--- config.mk ---
export PLATFORM = sky130hd
export DESIGN_NAME = stride_dispatch
export DESIGN_NICKNAME = d
export VERILOG_FILES = /design/src/rtl/trie_pkg.sv /design/src/rtl/lookup_fifo.sv /design/src/rtl/stride_dispatch.sv
export SDC_FILE = /design/constraint.sdc
export NUM_CORES = 1
export LEC_CHECK = 0
export ABC_AREA = 1
export CORE_AREA = 2 2 356 182
export DETAILED_ROUTE_END_ITERATION = 10
export DIE_AREA = 0 0 358 184
export PLACE_DENSITY = 0.82
export SYNTH_ARGS = -nofsm -noshare
export SYNTH_HDL_FRONTEND = slang
export SYNTH_SLANG_ARGS = --single-unit
--- constraint.sdc ---
create_clock -name clk -period 6.85 [get_ports clk]
set_input_delay 1.37 -clock clk [delete_from_list [all_inputs] [get_ports clk]]
set_output_delay 1.37 -clock clk [all_outputs]
set_load 0.02 [all_outputs]
--- src/rtl/trie_pkg.sv ---
// Shared constants and helpers for the 4-bit-trie lookup pipeline.
// Imported by the dispatcher and the stride_find stages.
package trie_pkg;

    localparam int STRIDE_W   = 4;
    localparam int NEXTHOP_W  = 8;
    localparam int DEF_STAGES = 8;
    localparam int DEF_ADDR_W = 32;

    // Stage k consumes the k-th nibble counted from the MSB end.
    function automatic logic [STRIDE_W-1:0] stride_nibble(
        input logic [63:0] addr,
        input int          aw,
        input int          k
    );
        return STRIDE_W'(addr >> (aw - STRIDE_W * (k + 1)));
    endfunction

endpackage

--- src/rtl/lookup_fifo.sv ---
// Synchronous FIFO with a registered occupancy count.
// Full/empty come from the count only, so there is no same-cycle bypass.
module lookup_fifo #(
    parameter int WIDTH = 40,
    parameter int DEPTH = 16
) (
    input  logic                     clk,
    input  logic                     rst,
    input  logic                     push,
    input  logic                     pop,
    input  logic [WIDTH-1:0]         wdata,
    output logic [WIDTH-1:0]         rdata,
    output logic                     full,
    output logic                     empty,
    output logic [$clog2(DEPTH):0]   count
);

    localparam int AW = $clog2(DEPTH);

    logic [WIDTH-1:0] mem [DEPTH];
    logic [AW-1:0]    wptr;
    logic [AW-1:0]    rptr;
    logic             do_push;
    logic             do_pop;

    assign full    = (count == (AW+1)'(DEPTH));
    assign empty   = (count == '0);
    assign do_push = push && !full;
    assign do_pop  = pop && !empty;
    assign rdata   = mem[rptr];

    always_ff @(posedge clk) begin
        if (do_push) begin
            mem[wptr] <= wdata;
        end
    end

    always_ff @(posedge clk) begin
        if (!rst) begin
            wptr  <= '0;
            rptr  <= '0;
            count <= '0;
        end else begin
            if (do_push) begin
                wptr <= wptr + 1'b1;
            end
            if (do_pop) begin
                rptr <= rptr + 1'b1;
            end
            case ({do_push, do_pop})
                2'b10:   count <= count + 1'b1;
                2'b01:   count <= count - 1'b1;
                default: count <= count;
            endcase
        end
    end

endmodule

--- src/rtl/stride_dispatch.sv ---
// Trie lookup front end: buffers queries, issues one per cycle and
// skews the address strides so each stage sees its nibble on time.
module stride_dispatch
    import trie_pkg::*;
#(
    parameter int                   STAGES          = DEF_STAGES,
    parameter int                   ADDR_WIDTH      = DEF_ADDR_W,
    parameter int                   TAG_WIDTH       = 8,
    parameter int                   FIFO_DEPTH      = 16,
    parameter int                   STAGE_LAT       = 1,
    parameter logic [NEXTHOP_W-1:0] DEFAULT_NEXTHOP = 8'h00,
    parameter int                   ROOT_ADDR_W     = 7
) (
    input  logic                          clk,
    input  logic                          rst,
    input  logic                          in_valid,
    output logic                          in_ready,
    input  logic [ADDR_WIDTH-1:0]         in_addr,
    input  logic [TAG_WIDTH-1:0]          in_tag,
    input  logic                          issue_en,
    output logic [STRIDE_W*STAGES-1:0]    stride_bus,
    output logic [ROOT_ADDR_W-1:0]        root_addr,
    output logic [NEXTHOP_W-1:0]          nexthop_seed,
    output logic                          issue_valid,
    output logic                          done_valid,
    output logic [TAG_WIDTH-1:0]          done_tag,
    output logic [$clog2(FIFO_DEPTH):0]   fifo_count,
    output logic [31:0]                   issued_total
);

    localparam int EW = ADDR_WIDTH + TAG_WIDTH;
    localparam int DL = STAGES * STAGE_LAT;

    logic [EW-1:0]         head;
    logic [ADDR_WIDTH-1:0] head_addr;
    logic [TAG_WIDTH-1:0]  head_tag;
    logic                  full;
    logic                  empty;
    logic                  pop;

    assign in_ready     = !full;
    assign pop          = issue_en && !empty;
    assign head_addr    = head[EW-1 -: ADDR_WIDTH];
    assign head_tag     = head[TAG_WIDTH-1:0];
    assign root_addr    = '0;
    assign nexthop_seed = DEFAULT_NEXTHOP;

    lookup_fifo #(
        .WIDTH (EW),
        .DEPTH (FIFO_DEPTH)
    ) u_fifo (
        .clk   (clk),
        .rst   (rst),
        .push  (in_valid),
        .pop   (pop),
        .wdata ({in_addr, in_tag}),
        .rdata (head),
        .full  (full),
        .empty (empty),
        .count (fifo_count)
    );

    // Slice k: one launch register plus k*STAGE_LAT skew registers.
    for (genvar k = 0; k < STAGES; k++) begin : g_skew
        localparam int D = k * STAGE_LAT;
        logic [STRIDE_W-1:0] pipe [0:D];

        always_ff @(posedge clk) begin
            if (!rst) begin
                for (int i = 0; i <= D; i++) begin
                    pipe[i] <= '0;
                end
            end else begin
                pipe[0] <= pop ? stride_nibble(64'(head_addr), ADDR_WIDTH, k)
                               : '0;
                for (int i = 1; i <= D; i++) begin
                    pipe[i] <= pipe[i-1];
                end
            end
        end

        assign stride_bus[STRIDE_W*k +: STRIDE_W] = pipe[D];
    end

    logic [DL:0]          vld;
    logic [TAG_WIDTH-1:0] tagd [0:DL];

    always_ff @(posedge clk) begin
        if (!rst) begin
            vld <= '0;
            for (int i = 0; i <= DL; i++) begin
                tagd[i] <= '0;
            end
        end else begin
            vld     <= {vld[DL-1:0], pop};
            tagd[0] <= pop ? head_tag : '0;
            for (int i = 1; i <= DL; i++) begin
                tagd[i] <= tagd[i-1];
            end
        end
    end

    assign issue_valid = vld[0];
    assign done_valid  = vld[DL];
    assign done_tag    = tagd[DL];

    always_ff @(posedge clk) begin
        if (!rst) begin
            issued_total <= '0;
        end else if (pop) begin
            issued_total <= issued_total + 32'd1;
        end
    end

endmodule
---- Word level (Yosys, flattened, before mapping) ----
Memories as Yosys holds them, arrays and structs flattened. A register that Yosys moved wholly into a read port is not among the register bits.
Cells that the tools add are included.
operators by class
  equality and inequality tests ........... 3
  reductions and logical operators ........ 8
  muxes and demuxes ....................... 62
  add/subtract/negate cells ............... 5
  bitwise gates (word level) .............. 44
operators by type and width
  cell                   number
  $mux 4                 46
  $mux 8                 10
  $or 1x1->1             44
  $add 32x1->32 const B  1
  $pmux 5 s2             1
  $add 4x1->4 const B    2
  $add 5x1->5 const B    1
  $eq 5x5->1 const B     1
  $logic_not 5->1        1
  $mux 1                 5
  $sub 5x1->5 const B    1
  $reduce_or 4->1        1
  $logic_and 1x1->1      3
  $eq 2x1->1 const B     1
  $eq 2x2->1 const B     1
  $logic_not 1->1        2
  $reduce_bool 2->1      1
word-level totals
  memories kept ........................... 10
  flip-flop bits (word level) ............. 54
  RAM bits ................................ 856
  bits of input ports ..................... 44
  output and inout port bits .............. 95
memories
  memory           depth  width  read ports  clocked after Yosys merged registers in  wr ports  line                   text
  u_fifo.mem       16     40     1           1                                        1         lookup_fifo.sv:20      logic [WIDTH-1:0] mem [DEPTH];
  tagd             9      8      9           0                                        9         stride_dispatch.sv:86  logic [TAG_WIDTH-1:0] tagd [0:DL];
  g_skew[7].pipe   8      4      8           0                                        8         stride_dispatch.sv:66  logic [STRIDE_W-1:0] pipe [0:D];
  g_skew[6].pipe   7      4      7           0                                        7         stride_dispatch.sv:66
  g_skew[5].pipe   6      4      6           0                                        6         stride_dispatch.sv:66
  g_skew[4].pipe   5      4      5           0                                        5         stride_dispatch.sv:66
  4 more memories  --     --     --          --                                       --        --

---- Logic depth before layout (Yosys ltp) ----
Gate-level depths: netlist (run 1).
  depth after elaboration ................. 6
  gate-level depth with buffers ........... 17
  gate-level depth less buffers ........... 15

---- Cells and area by module ----
Synthesis (run 1) repeated with hierarchy kept, for this count alone.
unflattened totals
  cell total of the unflattened synthesis .. 2833
  area total of the unflattened synthesis .. 34725.8 µm²
by module, submodules not included
  module           area each (µm²)  cells each  times used
  lookup_fifo      26362.8          1816        1
  stride_dispatch  8363.0           1017        1

---- Least setup slack after synthesis (run 1) ----
OpenSTA, ideal clock, no wires.
  kind .................................... input-to-reg
  start ................................... input in_valid
  end ..................................... memory u_fifo.mem[11][0] (enable)
  stages .................................. 4
  data arrival time ....................... 3424 ps
  slack ................................... 2989 ps
  buffers on the path ..................... 0
  data required time ...................... 6413 ps
  library setup time ...................... 437 ps
  cell sequence ........................... nand2_2 -> inv_1 -> nand2_1 -> nor2_1
on the way
  cells in the longest elaborated chain, start to end .. 3
ends and longest elaborated chain
  item                          line                   text
  start: declaration            stride_dispatch.sv:16  input logic in_valid,
  $logic_and 1x1->1             lookup_fifo.sv:28      assign do_push = push && !full;
  $mux 1                        lookup_fifo.sv:33      if (do_push) begin
  $mux 1 (not written as such)  lookup_fifo.sv:34      mem[wptr] <= wdata;
  end: declaration              lookup_fifo.sv:20
Every way passes these cells.

==> out/summary.md, run 1 <==
- Post-route DRC: 0
- Placeable Area: 0.0625 sq mm
- non-filler instance count after layout: 3831
- first-pass GRT wire length: 122 mm
- cts bufs inserted: 76
- Initial Util: 54.7%
- count of instances resized after the clock tree is built: 0
- remaining max-slew budget at the tightest pin: 27.8%
- CTS clock-pin slew for the worst setup and hold paths: 0.07 ns
- number of routed nets with antenna violations: 0
- full die area: 0.0659 sq mm
- DR iter-0 viols: 3045
- classification of the worst-slack hold path: flip-flop to flip-flop
- sequence of cells on the critical path: buf_4 -> buf_4 -> o21ai_0 -> o22ai_1 -> nand2_1 -> nand2_1 -> nor2_1 -> a211oi_2
- layout overhead on the synthesized area: 12.3%
- via density per instance: 5.77
- IO Port Bufs: 123
- Die Width: 358 microns
- leading cell type in the layout, fill and taps excluded: sky130_fd_sc_hd__edfxtp_1
- average cell area after synthesis: 11.8 sq um
- initial antenna violation count: 4
- buffers inserted during post-CTS setup optimization: 0
- met3 routing resource usage after global routing: 6.65%
- sequential share of the synthesized area: 72.3%
- final hold violation count: 0
- worst-case clock buffer depth: 3
- half-perimeter wire length of the detailed placement result: 44.4 mm
- Filler cells: 4628
- Final Cycle Share: 53.8%
- WHS: 0.400 ns
- area of all placed cells without fillers: 0.0384 sq mm
- minimum clock period: 3.68 ns
- Post-Route Skew: 0.0296 ns
- I/O pin total: 139
- Critical Path End Type: flip-flop
- height of the die: 184 microns
- post-synth cell types: 42
- total global-route track usage: 24.4%
- post-synthesis instance area: 0.0342 sq mm
- startpoint type of the worst setup path: flip-flop
- routed length per placed instance: 20.9 microns
- Pwr per Cell Area: 344 mW/mm^2
- worst slew pin tran: 1.08 ns
- RSZ-0062 raised after global routing: no
- number of global-route vias before repair: 20800
- Data arrival, critical path: 4.21 ns
- clock insertion delay at the later pin of the skew report: 0.63 ns
- final number of setup-violating endpoints: 0
- hold-fix buffer count after cts: 0
- critical path fanouts, max: 100
- worst-case setup margin in the final layout: 3.17 ns
- pin count of the biggest net entering global routing: 178
- final-report max-slew violation count: 0
- fraction of final layout cells sized beyond drive strength 1: 7.65%
- busiest layer in global routing: met1
- max frequency: 0.272 GHz
- fraction of met1 tracks used by global routing: 37.2%
- Cells after Synth: 2888
- vias after detailed routing: 22100
- kind of critical path: flip-flop to flip-flop
- placed cells: 3690
- Net count, final: 2984
- Total Negative Setup Slacks: 0 ns
- WP data required: 7.38 ns
- highest-count cells in the layout ignoring fill and taps: sky130_fd_sc_hd__edfxtp_1, sky130_fd_sc_hd__nor2_1, sky130_fd_sc_hd__nand2_1, sky130_fd_sc_hd__dfxtp_1, sky130_fd_sc_hd__inv_1
- maximum cell stage delay along the critical path: 0.89 ns
- worst setup slack after placement: 2.71 ns
- worst supply voltage drop on vdd: 0.000186 V
- GR met2 Demand/Resource: 34.6%
- number of clock sinks: 914
- FF+latch count, synth: 914
- crit path max-delay cell type: sky130_fd_sc_hd__buf_4
- DRT Wirelength: 80.2 mm
- H-tree levels: 3
- CTS tree: yes
- iteration count of the initial detailed-routing pass: 8
- ANT cells: 0
- leakage power: 14.3 nW
- placed cell area: 0.0358 sq mm
- result of the run: complete, no violations
- clock root buffer: sky130_fd_sc_hd__clkbuf_16
- count of synthesis-stage warnings from yosys: 0
- global placer's final weighted congestion: 0.899
- global route overflow: 0
- placement row count: 65
- max-capacitance violation count: 0
[per-layer routing]
| metal | vias to the layer above | part of all wire, % |
|---|---|---|
| li1 | 10000 | - |
| met1 | 10600 | 43 |
| met2 | 1298 | 43 |
| met3 | 138 | 12 |
| met4 | 2 | 2.0 |
| met5 | - | 0.016 |
[Yosys cell counts]
library cell | count | area, sq um
sky130_fd_sc_hd__a31oi_1 | 1 | 6.26
sky130_fd_sc_hd__inv_1 | 238 | 893
sky130_fd_sc_hd__nor3b_1 | 1 | 7.51
sky130_fd_sc_hd__nor3_2 | 4 | 40.0
sky130_fd_sc_hd__buf_1 | 5 | 18.8
sky130_fd_sc_hd__o21bai_1 | 2 | 15.0
sky130_fd_sc_hd__nand2_1 | 400 | 1500
sky130_fd_sc_hd__o21ai_0 | 226 | 1130
sky130_fd_sc_hd__ha_1 | 9 | 113
sky130_fd_sc_hd__clkbuf_2 | 11 | 55.1
sky130_fd_sc_hd__nand2_2 | 3 | 18.8
sky130_fd_sc_hd__edfxtp_1 | 640 | 19200
sky130_fd_sc_hd__nor2_1 | 425 | 1600
sky130_fd_sc_hd__a31o_2 | 1 | 8.76
sky130_fd_sc_hd__nor3_1 | 11 | 55.1
sky130_fd_sc_hd__o21a_1 | 2 | 15.0
sky130_fd_sc_hd__o221ai_1 | 40 | 350
sky130_fd_sc_hd__nor4_1 | 1 | 6.26
sky130_fd_sc_hd__buf_6 | 7 | 78.8
sky130_fd_sc_hd__nor2_4 | 2 | 22.5
sky130_fd_sc_hd__xor2_1 | 10 | 87.6
sky130_fd_sc_hd__buf_2 | 56 | 280
sky130_fd_sc_hd__a21oi_1 | 32 | 160
sky130_fd_sc_hd__and3_1 | 1 | 6.26
sky130_fd_sc_hd__xnor2_1 | 5 | 43.8
sky130_fd_sc_hd__nand3_2 | 1 | 10.0
sky130_fd_sc_hd__o22ai_1 | 120 | 751
sky130_fd_sc_hd__inv_2 | 3 | 11.3
sky130_fd_sc_hd__inv_4 | 3 | 18.8
sky130_fd_sc_hd__nor2_2 | 2 | 12.5
sky130_fd_sc_hd__conb_1 | 1 | 3.75
sky130_fd_sc_hd__a211oi_2 | 40 | 500
sky130_fd_sc_hd__nand3b_1 | 1 | 7.51
sky130_fd_sc_hd__buf_4 | 49 | 368
sky130_fd_sc_hd__nand4_1 | 12 | 75.1
sky130_fd_sc_hd__nand2_4 | 1 | 11.3
sky130_fd_sc_hd__nand3_1 | 19 | 95.1
sky130_fd_sc_hd__nor3b_2 | 1 | 12.5
sky130_fd_sc_hd__clkbuf_1 | 74 | 278
sky130_fd_sc_hd__nand4_4 | 1 | 21.3
sky130_fd_sc_hd__o21ai_1 | 153 | 766
sky130_fd_sc_hd__dfxtp_1 | 274 | 5490
[final cells by class]
class / instances / area [sq um] / area share, %
clock buffer: 101 / 2150 / 5.61
timing repair buffer: 153 / 1460 / 3.80
clock inverter: 40 / 439 / 1.14
sequential: 914 / 24700 / 64.4
tap: 837 / 1050 / 2.73
inverter: 244 / 928 / 2.42
multi-input combinational: 1542 / 7620 / 19.9
[sequential cells by signal, summed over array words and instances (netlist names), named ones only]
register      count
g_skew.pipe     144
issued_total     32
tagd             72
u_fifo.count      5
u_fifo.mem      640
u_fifo.rptr       4
u_fifo.wptr       4
vld               9
[kinds of logic (layout without fill, tap and decap cells)]
kind of cell	count (synthesis)	after routing	synth area share, %
other	1	15	0.0110
buffers and inverters	446	538	5.86
XOR/XNOR	15	15	0.385
adder cells (fa/ha/maj)	9	9	0.330
flip-flops	914	914	72.3
AND/OR/NAND/NOR	886	886	10.2
AO/OA/AOI/OAI	617	617	10.8
[per-stage QoR]
stage          utilization (%)  power [mW]
4_1_cts                   61.4        13.2
2_1_floorplan                -        8.09
3_5_place_dp              57.3        8.75
5_1_grt                   61.4        13.7
3_3_place_gp              57.3        8.68
6_report                  61.4        13.2
[worst paths after layout]
path	slack, ns	start	end	depth (start not counted)
worst max-delay path	3.17	flip-flop	tagd[0][7]	8
worst min-delay path	0.40	tagd[0][62]	tagd[0][70]	2
worst max register to register	3.17	flip-flop	tagd[0][7]	8
worst min register to register	0.40	tagd[0][62]	tagd[0][70]	2
[worst max-delay path: cells and delay by family, from the launching register on]
family	cells	cell delay [ns]
AO/OA/AOI/OAI	3	0.74
buffers and inverters	2	1.71
flip-flops	1	0.71
AND/OR/NAND/NOR	3	0.30
[power by group]
group	leakage [nW]	internal [mW]	switching, mW
sequential	8.00	6.15	0.181
clock	1.25	2.54	1.97
combinational	5.04	0.707	1.67
Note: power is estimated with default switching activity, not from simulation.
==> run 2: changes to the inputs <==
==> constraint.sdc (replaced) <==
create_clock -name clk -period 3.4 [get_ports clk]
set_input_delay 0.68 -clock clk [delete_from_list [all_inputs] [get_ports clk]]
set_output_delay 0.68 -clock clk [all_outputs]
set_load 0.02 [all_outputs]
==> run 2 against run 1 <==
Cell area grew 0.93%. Die area is the same. Wire length grew 1.2%. First-iteration DRC count grew 8.9%. Count of clock-buffer cells in the layout grew 5. Sequential cell count is the same. Critical path depth shrank 5. Global-route usage grew 0.40 points. Highest routed layer unchanged.
==> out/summary.md, run 2 (synthesis results as in run 1) <==
- Filler cells: 4579, was 4628
- iteration count of the initial detailed-routing pass: 6, was 8
- leading cell type in the layout, fill and taps excluded: sky130_fd_sc_hd__edfxtp_1, unchanged
- top routing layer in use: met5, unchanged
- CTS tree: yes, unchanged
- Die Width: 358 microns, unchanged
- Post-Route Skew: 0.0250 ns, was 0.0296 ns
- initial antenna violation count: 3, was 4
- number of routed nets with antenna violations: 0, unchanged
- Data arrival, critical path: 1.95 ns, was 4.21 ns
- vias after detailed routing: 22200, was 22100
- sequence of cells on the critical path: nor2_1 -> nand3_1 -> clkdlybuf4s50_1, was buf_4 -> buf_4 -> o21ai_0 -> o22ai_1 -> nand2_1 -> nand2_1 -> nor2_1 -> a211oi_2
- clock insertion delay at the later pin of the skew report: 0.63 ns, about the same
- Post-route DRC: 0, unchanged
- worst supply voltage drop on vdd: 0.000666 V, was 0.000186 V
- Pwr per Cell Area: 688 mW/mm^2, was 344 mW/mm^2
- max-capacitance violation count: 0, unchanged
- post-route met1 wirelength: 35.3 mm, was 34.9 mm
- worst-case clock buffer depth: 3, unchanged
- clock root buffer: sky130_fd_sc_hd__clkbuf_16, unchanged
- WP data required: 2.72 ns, was 7.38 ns
- crit path max-delay cell type: sky130_fd_sc_hd__clkdlybuf4s50_1, was sky130_fd_sc_hd__buf_4
- most flop-heavy register: u_fifo.mem, unchanged
- DRT Wirelength: 81.1 mm, was 80.2 mm
- RSZ-0062 raised after global routing: no, unchanged
- routed length on met2: 34.5 mm, was 34.2 mm
- max frequency: 0.380 GHz
- remaining max-slew budget at the tightest pin: 32.4%, was 27.8%
- first-pass GRT wire length: 124 mm, was 122 mm
- total global-route track usage: 24.8%, was 24.4%
- Multi-input gate area: 0.00762 sq mm, unchanged
- Initial Util: 54.7%, unchanged
- non-filler instance count after layout: 3857, was 3831
- cts bufs inserted: 75, was 76
- final number of setup-violating endpoints: 0, unchanged
- placed cells: 3718, was 3690
- leakage power: 14.5 nW, was 14.3 nW
- Final Cycle Share: 77.5%
- highest-count cells in the layout ignoring fill and taps: sky130_fd_sc_hd__edfxtp_1, sky130_fd_sc_hd__nor2_1, sky130_fd_sc_hd__nand2_1, sky130_fd_sc_hd__dfxtp_1, sky130_fd_sc_hd__inv_1, unchanged
- count of instances resized after the clock tree is built: 0, unchanged
- result of the run: complete, no violations, unchanged
- final-report max-slew violation count: 0, unchanged
- number of clock sinks: 914, unchanged
- family with the most delay on the worst path: buffers and inverters, unchanged
- IO Port Bufs: 123, unchanged
- placement row count: 65, unchanged
- hold-fix buffer count after cts: 0, unchanged
- startpoint type of the worst setup path: flip-flop, unchanged
- critical path fanouts, max: 5, was 100
- fraction of final layout cells sized beyond drive strength 1: 8.34%, was 7.65%
- Critical Path End Type: output port, was flip-flop
- H-tree levels: 3, unchanged
- Net count, final: 3011, was 2984
- Placeable Area: 0.0625 sq mm, unchanged
- CTS clock-pin slew for the worst setup and hold paths: 0.06 ns, was 0.07 ns
- kind of critical path: flip-flop to output port, was flip-flop to flip-flop
- max FFs per register: 640, unchanged
- worst slew pin tran: 1.01 ns, was 1.08 ns
- Bufs and invs on worst path: 1, was 2
- Final Total Pwr: 26.6 mW, was 13.2 mW
- full die area: 0.0659 sq mm, unchanged
- number of global-route vias before repair: 21200, was 20800
- largest registers ranked by flip-flop count: u_fifo.mem: 640 flops, g_skew.pipe: 144 flops, tagd: 72 flops, unchanged
- via density per instance: 5.75, was 5.77
- buffers inserted during post-CTS setup optimization: 0, unchanged
- register area: 0.0247 sq mm, unchanged
- maximum cell stage delay along the critical path: 0.64 ns, was 0.89 ns
- final hold violation count: 0, unchanged
- I/O pin total: 139, unchanged
- pin count of the biggest net entering global routing: 210, was 178
- DR iter-0 viols: 3315, was 3045
- global placer's final weighted congestion: 0.913, was 0.899
- minimum clock period: 2.63 ns
- routed length per placed instance: 21.0 microns, was 20.9 microns
- met3 wirelength from detailed routing: 9.84 mm, was 9.58 mm
- ANT cells: 0, unchanged
- height of the die: 184 microns, unchanged
- half-perimeter wire length of the detailed placement result: 47.3 mm, was 44.4 mm
- global route overflow: 0, unchanged
- Post-Route Utilization: 62.0%, was 61.4%
- classification of the worst-slack hold path: flip-flop to flip-flop, unchanged
- layout overhead on the synthesized area: 13.4%, was 12.3%
run 2: cell type report:
type	count	share of cell area (%)
inverters	244	2.40
flip-flops and latches	914	63.8
clock buffers	106	5.53
multi-input cells	1542	19.7
well taps	837	2.70
repair buffers	181	4.86
clock inverters	33	0.998
run 2: routing by layer:
layer | vias up | GRT usage (%)
li1 | 10100 | -
met1 | 10600 | 37.5
met5 | - | 0
met4 | 2 | 6.06
met2 | 1365 | 35.4
met3 | 131 | 6.76
run 2: worst register-to-register path, cell delays in order (launching register included):
cell and delay [ns]:
sky130_fd_sc_hd__dfxtp_1 0.46, sky130_fd_sc_hd__nor2_1 0.11, sky130_fd_sc_hd__nand3_1 0.14, sky130_fd_sc_hd__nand2_2 0.17, sky130_fd_sc_hd__inv_1 0.18, sky130_fd_sc_hd__nand2_1 0.25, sky130_fd_sc_hd__nor2_4 0.44, sky130_fd_sc_hd__buf_4 0.31
run 2: power by group:
| group | total [mW] | switching [mW] | internal (mW) |
|---|---|---|---|
| logic | 5.10 | 3.54 | 1.56 |
| clock network | 8.89 | 3.92 | 4.97 |
| registers | 12.7 | 0.279 | 12.4 |
| total | 26.6 | 7.73 | 18.9 |
run 2: metrics by stage:
stage	cell area [sq um]	worst slack, ns	TNS, ns	hold WS [ns]
2_1_floorplan	34200	-0.00532	-0.851	0.390
3_3_place_gp	36200	0.613	0	0.391
3_5_place_dp	36200	0.584	0	0.395
4_1_cts	38700	0.741	0	0.407
5_1_grt	38700	0.677	0	0.422
6_report	38700	0.766	0	0.410
run 2: worst paths after layout:
check	depth (start not counted)	startpoint	slack, ns	end
worst max-delay path	3	u_fifo.count[0]	0.77	in_ready
worst min-delay path	2	tagd[0][27]	0.41	tagd[0][35]
worst max register to register	7	u_fifo.count[0]	1.05	u_fifo.mem[1][33]
worst min register to register	2	tagd[0][27]	0.41	tagd[0][35]
